==> src/rtl/laser_pkg.sv <==
`default_nettype none
// ---- laser_pkg: shared state encodings, screen geometry and colour codes (rev 1.0) ----
package laser_pkg;

  typedef enum logic [2:0] {
    ST_IDLE     = 3'd0,
    ST_FIRE     = 3'd1,
    ST_FLYING   = 3'd2,
    ST_HIT      = 3'd3,
    ST_COOLDOWN = 3'd4
  } laser_state_t;

  localparam int SCREEN_WIDTH  = 640;
  localparam int SCREEN_HEIGHT = 480;
  localparam int SHIP_HEIGHT   = 30;
  localparam int V_OFFSET      = 10;

  localparam logic [1:0] BACKGROUND = 2'd0;
  localparam logic [1:0] LASER      = 2'd3;
  localparam logic [1:0] HIT        = 2'd1;

endpackage : laser_pkg
`default_nettype wire

==> src/rtl/btn_edge_sync.sv <==
`default_nettype none
// ---- btn_edge_sync: 2-flop synchronizer plus rising-edge detect on a raw button (rev 1.0) ----
module btn_edge_sync (
  input  logic clk,
  input  logic rst_n,
  input  logic btn,
  output logic rise
);

  // sync[0], sync[1] form the synchronizer; sync[2] holds the previous synced level
  logic [2:0] sync;

  always_ff @(posedge clk or negedge rst_n) begin
    if (!rst_n) sync <= '0;
    else        sync <= {sync[1:0], btn};
  end

  assign rise = sync[1] & ~sync[2];

endmodule : btn_edge_sync
`default_nettype wire

==> src/rtl/laser_shot_ctrl.sv <==
`default_nettype none
// ---- laser_shot_ctrl: fire/motion sequencer for the player laser (rev 1.0) ----
// ---- Optional macro LASER_FIRE_BUFFER_EN buffers one fire press made while busy. ----
module laser_shot_ctrl
  import laser_pkg::*;
#(
  parameter int MOVE_DIV        = 1,
  parameter int HIT_FRAMES      = 8,
  parameter int COOLDOWN_FRAMES = 15,
  parameter int CNT_W           = 8
) (
  input  logic             clk,
  input  logic             reset,
  input  logic             gameActive,
  input  logic             fireBtn,
  input  logic             killingAlien,
  input  logic [9:0]       yLaser,
  input  logic [9:0]       hPos,
  input  logic [9:0]       vPos,
  output logic             fire,
  output logic             enable,
  output logic             busy,
  output logic [CNT_W-1:0] shotCount,
  output logic [CNT_W-1:0] hitCount,
  output logic [2:0]       state
);

  localparam logic [4:0] MOVE_LAST = 5'(MOVE_DIV - 1);
  localparam logic [4:0] HIT_LAST  = 5'(HIT_FRAMES - 1);
  localparam logic [4:0] COOL_LAST = (COOLDOWN_FRAMES == 0) ? 5'd0 : 5'(COOLDOWN_FRAMES - 1);

  laser_state_t     state_q, state_d;
  logic [4:0]       cnt_q, cnt_d;
  logic             fire_d, enable_d;
  logic [CNT_W-1:0] shot_d, hit_d;
  logic             btn_rise;
  logic             frame_start;
  logic             pend_q;
  logic             launch;

  btn_edge_sync u_btn_sync (
    .clk   (clk),
    .rst_n (reset),
    .btn   (fireBtn),
    .rise  (btn_rise)
  );

  assign frame_start = (hPos == 10'd0) && (vPos == 10'd0);
  assign launch      = gameActive && (state_q == ST_IDLE) && (btn_rise || pend_q);

`ifdef LASER_FIRE_BUFFER_EN
  logic pend_d;

  always_comb begin
    pend_d = pend_q;
    if (!gameActive || launch)                    pend_d = 1'b0;
    else if (btn_rise && (state_q != ST_IDLE))    pend_d = 1'b1;
  end

  always_ff @(posedge clk or negedge reset) begin
    if (!reset) pend_q <= 1'b0;
    else        pend_q <= pend_d;
  end
`else
  assign pend_q = 1'b0;
`endif

  always_ff @(posedge clk or negedge reset) begin
    if (!reset) begin
      state_q   <= ST_IDLE;
      cnt_q     <= '0;
      fire      <= 1'b0;
      enable    <= 1'b0;
      busy      <= 1'b0;
      shotCount <= '0;
      hitCount  <= '0;
    end else begin
      state_q   <= state_d;
      cnt_q     <= cnt_d;
      fire      <= fire_d;
      enable    <= enable_d;
      busy      <= (state_d != ST_IDLE);
      shotCount <= shot_d;
      hitCount  <= hit_d;
    end
  end

  assign state = state_q;

  // Outputs are computed for the state being entered so they register alongside it
  always_comb begin
    state_d  = state_q;
    cnt_d    = cnt_q;
    fire_d   = 1'b0;
    enable_d = 1'b0;
    shot_d   = shotCount;
    hit_d    = hitCount;
    if (!gameActive) begin
      state_d = ST_IDLE;
      cnt_d   = '0;
    end else begin
      case (state_q)
        ST_IDLE: begin
          if (launch) begin
            state_d = ST_FIRE;
            fire_d  = 1'b1;
            shot_d  = shotCount + CNT_W'(1);
            cnt_d   = '0;
          end
        end
        ST_FIRE: state_d = ST_FLYING;
        ST_FLYING: begin
          if (killingAlien) begin
            state_d = ST_HIT;
            hit_d   = hitCount + CNT_W'(1);
            cnt_d   = '0;
          end else if (yLaser == 10'd0) begin
            state_d = ST_COOLDOWN;
            cnt_d   = '0;
          end else if (frame_start) begin
            if (cnt_q == MOVE_LAST) begin
              enable_d = 1'b1;
              cnt_d    = '0;
            end else begin
              cnt_d = cnt_q + 5'd1;
            end
          end
        end
        ST_HIT: begin
          if (frame_start) begin
            if (cnt_q == HIT_LAST) begin
              state_d = ST_COOLDOWN;
              cnt_d   = '0;
            end else begin
              cnt_d = cnt_q + 5'd1;
            end
          end
        end
        ST_COOLDOWN: begin
          if (COOLDOWN_FRAMES == 0) begin
            state_d = ST_IDLE;
            cnt_d   = '0;
          end else if (frame_start) begin
            if (cnt_q == COOL_LAST) begin
              state_d = ST_IDLE;
              cnt_d   = '0;
            end else begin
              cnt_d = cnt_q + 5'd1;
            end
          end
        end
        default: begin
          state_d = ST_IDLE;
          cnt_d   = '0;
        end
      endcase
    end
  end

endmodule : laser_shot_ctrl
`default_nettype wire

==> config.mk <==
export PLATFORM = sky130hd
export DESIGN_NAME = laser_shot_ctrl
export DESIGN_NICKNAME = d
export VERILOG_FILES = /design/src/rtl/laser_pkg.sv /design/src/rtl/btn_edge_sync.sv /design/src/rtl/laser_shot_ctrl.sv
export SDC_FILE = /design/constraint.sdc
export NUM_CORES = 1
export LEC_CHECK = 0
export BUFFER_PORTS_ARGS = -buffer_cell sky130_fd_sc_hd__buf_4
export CAP_MARGIN = 40
export CORE_MARGIN = 10
export CORE_UTILIZATION = 30
export CTS_BUF_LIST = sky130_fd_sc_hd__clkbuf_16
export CTS_CLUSTER_SIZE = 20
export DETAILED_ROUTE_END_ITERATION = 8
export GPL_TIMING_DRIVEN = 0
export HOLD_SLACK_MARGIN = 0.08
export PLACE_DENSITY = 0.49
export SLEW_MARGIN = 20
export SYNTH_ARGS = -nofsm -noshare
export SYNTH_HDL_FRONTEND = slang
export SYNTH_SLANG_ARGS = --single-unit
==> constraint.sdc <==
create_clock -name clk -period 2.45 [get_ports clk]
set_clock_uncertainty 0.05 [all_clocks]
set_input_delay 0.245 -clock clk [delete_from_list [all_inputs] [get_ports clk]]
set_output_delay 0.245 -clock clk [all_outputs]
set_load 0.05 [all_outputs]
Word-level counts from Yosys, hierarchy flattened
Cells that the tools add are included.

cells by class
  bitwise operators = 2
  eq/ne operators = 11
  multiplexer cells = 29
  add/subtract/negate cells = 3
  reductions and logical operators = 12

operators with widths
  kind                                                                   number
  5-bit 2-to-1 mux                                                       10
  10-bit logical NOT                                                     3
  5-bit one-hot mux with 5 select lines                                  1
  3-bit 2-to-1 mux                                                       8
  8-bit by 1-bit adder with 8-bit output, second input constant          2
  3-bit one-hot mux with 5 select lines                                  1
  1-bit 2-to-1 mux                                                       9
  3-bit inequality test, second input constant                           3
  3-bit by 2-bit equality test with 1-bit output, second input constant  2
  3-bit AND reduction                                                    2
  5-bit by 1-bit adder with 5-bit output, second input constant          1
  5-bit by 3-bit equality test with 1-bit output, second input constant  1
  5-bit by 4-bit equality test with 1-bit output, second input constant  1
  5-bit logical NOT                                                      1
  5-bit inequality test, second input constant                           1
  5-bit AND reduction                                                    1
  3-bit by 1-bit equality test with 1-bit output, second input constant  1
  3-bit equality test, second input constant                             1
  1-bit logical AND                                                      3
  3-bit logical NOT                                                      1
  3-bit nonzero test                                                     1
  2-bit inequality test, second input constant                           1
  1-bit AND                                                              1
  1-bit NOT                                                              1

storage, ports and cells
  flip-flop bits (word level) = 30
  input port bits = 35
  word-level logic and storage cells = 65
  output and inout port bits = 22

Logic depth before layout (Yosys ltp)
Gate-level depths: netlist of run 1.

  depth in word-level cells = 7
  mapped depth = 7
  mapped depth without buffers = 7

Cells and area by module
A second synthesis of run 1 with hierarchy kept.

second synthesis, totals
  cells, all modules = 149
  area total of the unflattened synthesis = 1,605.3 µm²

by module, submodules not included
  module           sequential area each (µm²)  area an instance (µm²)  cells each  times used
  laser_shot_ctrl  675.6                       1,516.5                 145         1
  btn_edge_sync    75.1                        88.8                    4           1

Worst setup path before layout of run 1
OpenSTA, ideal clock, no wires.

  kind = register to register
  from = register state_q[1], in the netlist state[1]
  to = register cnt_q[2]
  library setup time = 0.121 ns
  buffers on the path = 1
  required time = 2.279 ns
  stages on the path, launching flop included = 7
  period minus slack after synthesis = 2.126 ns
  setup slack = 0.324 ns
  data arrival time = 1.955 ns
  cell sequence = dfrtp_1 buf_2 nor3b_1 a21oi_1 a22o_4 o21a_1 a22o_1

on the way
  word-level cells in the longest chain between the ends = 5
  elaborated cells between the ends (all ways) = 15
  those cells by class = 9 x eq/ne; 2 x mux; 4 x reduce/logical

ends and longest elaborated chain
  element                          RTL line                                       source
  start: declaration               laser_shot_ctrl.sv:32                          laser_state_t state_q, state_d;
  start signal: assignment         laser_shot_ctrl.sv:78                          state_q <= state_d;
  3-bit logical NOT                laser_shot_ctrl.sv:49, laser_shot_ctrl.sv:102
  1-bit logical AND (2 in a row)   laser_shot_ctrl.sv:49                          assign launch = gameActive && (state_q == ST_IDLE) && (btn_rise || pend_q);
  3-bit inequality test (no line)  n/a
  5-bit AND reduction (no line)    n/a
  end signal: assignment           laser_shot_ctrl.sv:79                          cnt_q <= cnt_d;
  end: declaration                 laser_shot_ctrl.sv:33                          logic [4:0] cnt_q, cnt_d;

Several ways; a longest one is shown, not always the timed one.
A chain may end at the register's enable or synchronous reset.

Worst setup path in the final report of run 1
  from = register state_q[1], in the netlist state[1]
  to = register cnt_q[3]

The elaborated chain is that of the path after synthesis.

==> results of run 1 <==
## state kept, by name (all words and copies together), names as in the netlist
name             count
shotCount            8
u_btn_sync.sync      3
state                3
hitCount             8
busy                 1
fire                 1
enable               1
cnt_q                5
## routing by layer
metal  up-vias  track usage, %  wire length, µm
met5         -               0                0
met4         0            3.34               36
met3         4            4.52              318
met2        62            14.5             1830
met1       650            12.5             2110
li1        687               -                -
## synth_stat cells, drive strengths merged
| library cell | n | area share [%] |
|---|---|---|
| a21oi | 3 | 0.94 |
| a221o | 1 | 0.71 |
| a22o | 2 | 1.6 |
| a31oi | 3 | 1.2 |
| and3 | 3 | 1.2 |
| and4b | 1 | 0.63 |
| buf | 2 | 0.55 |
| clkbuf | 1 | 0.24 |
| dfrtp | 30 | 47 |
| ha | 5 | 3.9 |
| inv | 7 | 1.6 |
| mux2 | 2 | 1.4 |
| mux2i | 1 | 0.63 |
| nand2 | 14 | 3.3 |
| nand2b | 5 | 2.0 |
| nand3 | 4 | 1.3 |
| nand4 | 8 | 3.1 |
| nand4b | 3 | 1.6 |
| nor2 | 8 | 1.9 |
| nor2b | 2 | 0.78 |
| nor3 | 4 | 1.6 |
| nor3b | 2 | 0.94 |
| nor4 | 8 | 5.0 |
| nor4b | 1 | 0.55 |
| o2111ai | 1 | 0.94 |
| o21a | 2 | 1.0 |
| o21ai | 3 | 0.94 |
| o21bai | 1 | 0.47 |
| o221ai | 3 | 1.6 |
| o22ai | 1 | 0.39 |
| o311ai | 2 | 1.1 |
| or2 | 1 | 0.39 |
| or3 | 1 | 0.39 |
| or4 | 2 | 1.2 |
| xnor2 | 8 | 4.4 |
| xor2 | 6 | 3.3 |
## final cells by class
cell class | count | share of cell area, %
Multi-Input combinational cell | 111 | 35.5
Clock buffer | 5 | 5.53
Sequential cell | 30 | 33.2
Clock inverter | 3 | 0.719
Inverter | 7 | 1.16
Timing Repair Buffer | 58 | 19.5
Tap cell | 70 | 3.87
Buffer | 3 | 0.553
## power by group through the flow
| stage | Clock (mW) | Sequential (mW) | Combinational [mW] |
|---|---|---|---|
| 2_1_floorplan | 0 | 0.832 | 0.103 |
| 3_3_place_gp | 0 | 0.633 | 0.486 |
| 3_5_place_dp | 0 | 0.637 | 0.487 |
| 4_1_cts | 0.598 | 0.630 | 0.490 |
| 5_1_grt | 0.626 | 0.640 | 0.509 |
| 6_report | 0.574 | 0.629 | 0.482 |
## what timing repair did
action                    CTS  global route
gates resized for setup     0             0
hold endpoints to repair   31             0
hold buffers                2             0
## worst reg2reg max path, delay by kind of cell, from the launching register on
kind                   cells  cell delay (ps)
AOI/OAI and AO/OA          3              760
DFF                        1              370
and+or+nand+nor            2              740
buffers and inverters      1              190
## through the flow
step           instance area, µm²  cells
2_1_floorplan                1590    151
3_3_place_gp                 2100    277
4_1_cts                      2260    287
6_report                     2260    287
5_1_grt                      2260    287
3_5_place_dp                 2100    277
## path summary, 6_finish.rpt
kind                                         start  slack, ps                 end  cells past startpoint
max in group asynchronous                    reset       1680        shotCount[5]                      2
worst min-delay path                  killingAlien        260              enable                      4
worst max register to register            state[1]        270            cnt_q[3]                      6
worst max-delay path                      state[1]        270            cnt_q[3]                      6
worst min register to register  u_btn_sync.sync[0]        300  u_btn_sync.sync[1]                      0
min in group asynchronous                    reset        390         hitCount[0]                      2
## cell families after synthesis
| group | count (synthesis) | share of synthesized area (%) |
|---|---|---|
| XOR/XNOR | 14 | 7.69 |
| flip-flops | 30 | 47.1 |
| AND/OR/NAND/NOR | 67 | 25.8 |
| AO/OA/AOI/OAI | 22 | 11.0 |
| buffers and inverters | 10 | 2.43 |
| multiplexers | 3 | 2.04 |
| adder cells (fa/ha/maj) | 5 | 3.92 |
==> reports/qor.txt, run 1 <==
Sequential power share - 37.3%
Max H-tree Level - 2
Site Rows - 26
Yosys cell types - 43
Grt ovf - 0
Worst setup SP type - flop
Reg area - 751 µm²
CP Data Arrival Time - 2310 ps
Die W - 92.9 µm
RSZ-0062 raised after global routing - false
Gr usage total - 9.87%
P&R area growth vs syn - 42.0%
Relative slew margins - 61.7%
Commonest non-fill, non-tap cell in the layout - buf_4
Maximum vdd drop - 0.394 mV
Synthesized area - 1590 µm²
Hpwl dp - 3.37 mm
Crit path buffers/inverters - 1
Final Power - 1.69 mW
Pre-CTS setup slack - 320 ps
Post-Synthesis Cells - 151
Pwr dens - 744 nW/µm²
Final hold viol count - 0
# diodes - 0
Post-Syn Nets - 191
Combinational power share - 28.6%
Initial Utilization - 31.0%
Clock Path Buffers - 2
Drt drc - 0
NetSw - 0.585 mW
Total Die Area - 8630 µm²
Core Footprint - 5140 µm²
Pleak - 1.02 nW
Mean Syn Cell Area - 10.6 µm²
Total number of vias - 1403
CTS tree - done
Outcome - finished, final reports clean
Skew-Pair Late Insertion Delay - 270 ps
Tcrit/Tclk final - 89.2%
Final critical-path required period - 2180 ps
CP max FO - 10
Initial DRC count - 69
Number of port buffers - 56
Most frequent cells in the layout - buf_4, dfrtp_1, nand2_1
Gpl congestion - 0.809
Net switching fraction of the power - 34.7%
Io pins - 57
Vias in the first global route - 1425
HP Class - input pin to flop
Largest net degree at the start of global routing - 31
Worst-Margin Slew - 566 ps
Post-DR vias/cell - 4.89
WHS - 261 ps
Delay-heaviest family, CP - simple AND/OR/NAND/NOR gates
Die Ht - 92.9 µm
Sequential share of the synthesized area - 47.1%
Root buf cell - clkbuf_16
Register bit total from synthesis - 30
Required time of the critical path - 2580 ps
Slowest stage delay, CP - 510 ps
First-pass GRT wire length - 6.98 mm
Synth warn - 0
Area of the multi-input gates - 805 µm²
Clock Power Share - 34.1%
Finished Core Util - 44.0%
Drt wl/cell - 15.0 µm
Fill cells - 520
CP Class - flop to flop
Max-Cap Viols - 0
Share of layout cells above drive strength 1 - 34.6%
Max Fclk - 0.458 GHz
First-pass DRT Iterations - 5
Final-report setup violation count - 0
Slowest CP cell - nor3b_1
Setup slack after layout - 265 ps
Clock-pin slew on the worst setup and hold paths - 50 ps
Total Negative Setup Slacks - 0 ps
Clk sinks - 30
Crit end category - flop
Crit-path cells - buf_2, nor3b_1, nand2_1, o311ai_1, o2111ai_2, o221ai_1
Nets - 256
ANT nets after route - 0
Internal power - 1.10 mW
Final wirelength - 4.29 mm
Clock buffer count from CTS - 5
Initial antenna violation count - 0
Count of pins over their slew limit - 0
Post-CTS setup buffers - 0
Power figures use the tool's default switching activity.
==> run 2: changes to the inputs <==
clock period = 2.4 ns   (was 2.45 ns; I/O delays follow)
==> reports/qor.txt, run 2 (same netlist as run 1, synthesis figures left out) <==
Commonest non-fill, non-tap cell in the layout - buf_4
Largest net degree at the start of global routing - 31 (unchanged)
Clock Path Buffers - 2 (unchanged)
Total Negative Setup Slacks - 0 ps (unchanged)
Delay-heaviest family, CP - compound AO/OA/AOI/OAI gates
Busiest grt layer - met2
Final critical-path required period - 2120 ps (-69.1 ps)
Site Rows - 26 (unchanged)
Final hold viol count - 0 (unchanged)
Max-Cap Viols - 0 (unchanged)
Crit end category - flop
CP Data Arrival Time - 2240 ps (-70 ps)
Max H-tree Level - 2 (unchanged)
Core Footprint - 5140 µm² (unchanged)
Slowest stage delay, CP - 530 ps (+20 ps)
Initial antenna violation count - 0 (unchanged)
Vias in the first global route - 1425 (unchanged)
Placed inst area - 2100 µm² (unchanged)
Required time of the critical path - 2530 ps (-50 ps)
Final wirelength - 4.30 mm (+0.26%)
Total number of vias - 1408 (+0.36%)
Final Power - 1.72 mW (+2.1%)
Drt wl/cell - 15.0 µm (+0.26%)
Pwr dens - 759 nW/µm² (+1.9%)
Crit path buffers/inverters - 1 (unchanged)
CP Class - flop to flop
Max Fclk - 0.473 GHz (+3.3%)
Pleak - 1.02 nW (+0.41%)
Grt ovf - 0 (unchanged)
Fin area - 2270 µm² (+0.22%)
Clock buffer count from CTS - 5 (unchanged)
Crit-path cells - buf_2, nor2b_1, nand2_1, o311ai_1, o2111ai_2, o221ai_1
M1 GR Usage - 12.5% (unchanged)
Hpwl dp - 3.37 mm (unchanged)
First-pass DRT Iterations - 4 (-1)
Most frequent cells in the layout - buf_4, dfrtp_1, nand2_1
Setup slack after layout - 284 ps (+19.1 ps)
Final-report setup violation count - 0 (unchanged)
Gr usage total - 9.87% (unchanged)
Share of layout cells above drive strength 1 - 35.0% (+0.46 points)
Die Ht - 92.9 µm (unchanged)
Outcome - finished, final reports clean
Met2 Use GR - 14.5% (unchanged)
RSZ-0062 raised after global routing - false
Die W - 92.9 µm (unchanged)
Tcrit/Tclk final - 88.2% (-1.0 points)
Maximum vdd drop - 0.402 mV (+2.1%)
Fill cells - 520 (unchanged)
Io pins - 57 (unchanged)
ANT nets after route - 0 (unchanged)
First-pass GRT wire length - 6.98 mm (unchanged)
Initial Utilization - 31.0% (unchanged)
Nets - 256 (unchanged)
Reg area - 751 µm² (unchanged)
HP Class - input pin to flop
Pre-CTS setup slack - 270 ps (-50.0 ps)
Skew-Pair Late Insertion Delay - 270 ps (about the same)
Worst setup SP type - flop
CP max FO - 10 (unchanged)
Initial DRC count - 57 (-17%)
Post-CTS setup buffers - 0 (unchanged)
Gpl congestion - 0.809 (unchanged)
Clk sinks - 30 (unchanged)
Area of the multi-input gates - 810 µm² (+0.62%)
Number of port buffers - 56 (unchanged)
Drt drc - 0 (unchanged)
CTS tree - done
Met3 usage - 4.52% (unchanged)
P&R area growth vs syn - 42.3%
Clock-pin slew on the worst setup and hold paths - 50 ps (about the same)
Root buf cell - clkbuf_16
Post-DR vias/cell - 4.91 (+0.36%)
Worst-Margin Slew - 582 ps (+15.6 ps)
Biggest registers after layout - hitCount x8, shotCount x8, cnt_q x5
Count of pins over their slew limit - 0 (unchanged)
Relative slew margins - 60.7% (-1.1 points)
# diodes - 0 (unchanged)
Total Die Area - 8630 µm² (unchanged)
Slowest CP cell - o311ai_1
[run 2: final timing paths]
kind | cells after the start | slack [ps] | end | from
max | 6 | 280 | cnt_q[3] | state[1]
min | 4 | 260 | enable | killingAlien
max reg2reg | 6 | 280 | cnt_q[3] | state[1]
min reg2reg | 0 | 300 | u_btn_sync.sync[1] | u_btn_sync.sync[0]
max in group asynchronous | 2 | 1640 | shotCount[5] | reset
min in group asynchronous | 2 | 380 | cnt_q[2] | reset
[run 2: worst reg2reg max path, cell delays in order, from the launching register on]
cell and delay, ps:
dfrtp_1 340, buf_2 230, nor2b_1 260, nand2_1 90
o311ai_1 530, o2111ai_2 310, o221ai_1 240
[run 2: cell type report]
| type | instances | share of cell area (%) |
|---|---|---|
| multi-input cells | 111 | 35.7 |
| flip-flops and latches | 30 | 33.1 |
| repair buffers | 58 | 19.4 |
| clock buffers | 5 | 5.52 |
| well taps | 70 | 3.86 |
| inverters | 7 | 1.16 |
| clock inverters | 3 | 0.717 |
| plain buffers | 3 | 0.552 |
[run 2: per-stage QoR]
| step | instances | util, % | hold WS (ps) |
|---|---|---|---|
| 5_1_grt | 287 | 44.1 | 297 |
| 3_3_place_gp | 277 | 40.9 | 141 |
| 2_1_floorplan | 151 | - | -106 |
| 4_1_cts | 287 | 44.0 | 250 |
| 3_5_place_dp | 277 | 40.9 | 145 |
| 6_report | 287 | 44.1 | 257 |
[run 2: routing by layer]
layer / vias up / wire, µm / share of wire (%)
met1: 653 / 2090 / 49
li1: 685 / - / -
met4: 0 / 36 / 0.84
met5: - / 0 / 0
met2: 66 / 1850 / 43
met3: 4 / 330 / 7.7
[run 2: where the power goes]
group	switching, mW	internal (mW)
registers	0.0732	0.569
logic	0.316	0.176
clock network	0.210	0.377
total	0.598	1.12
[run 2: what timing repair did]
item / 4_1_cts / 5_1_grt
hold buffers: 2 / 0
gates resized for setup: 0 / 1
setup endpoints to repair: 0 / 2
endpoints found under the hold margin: 31 / 0
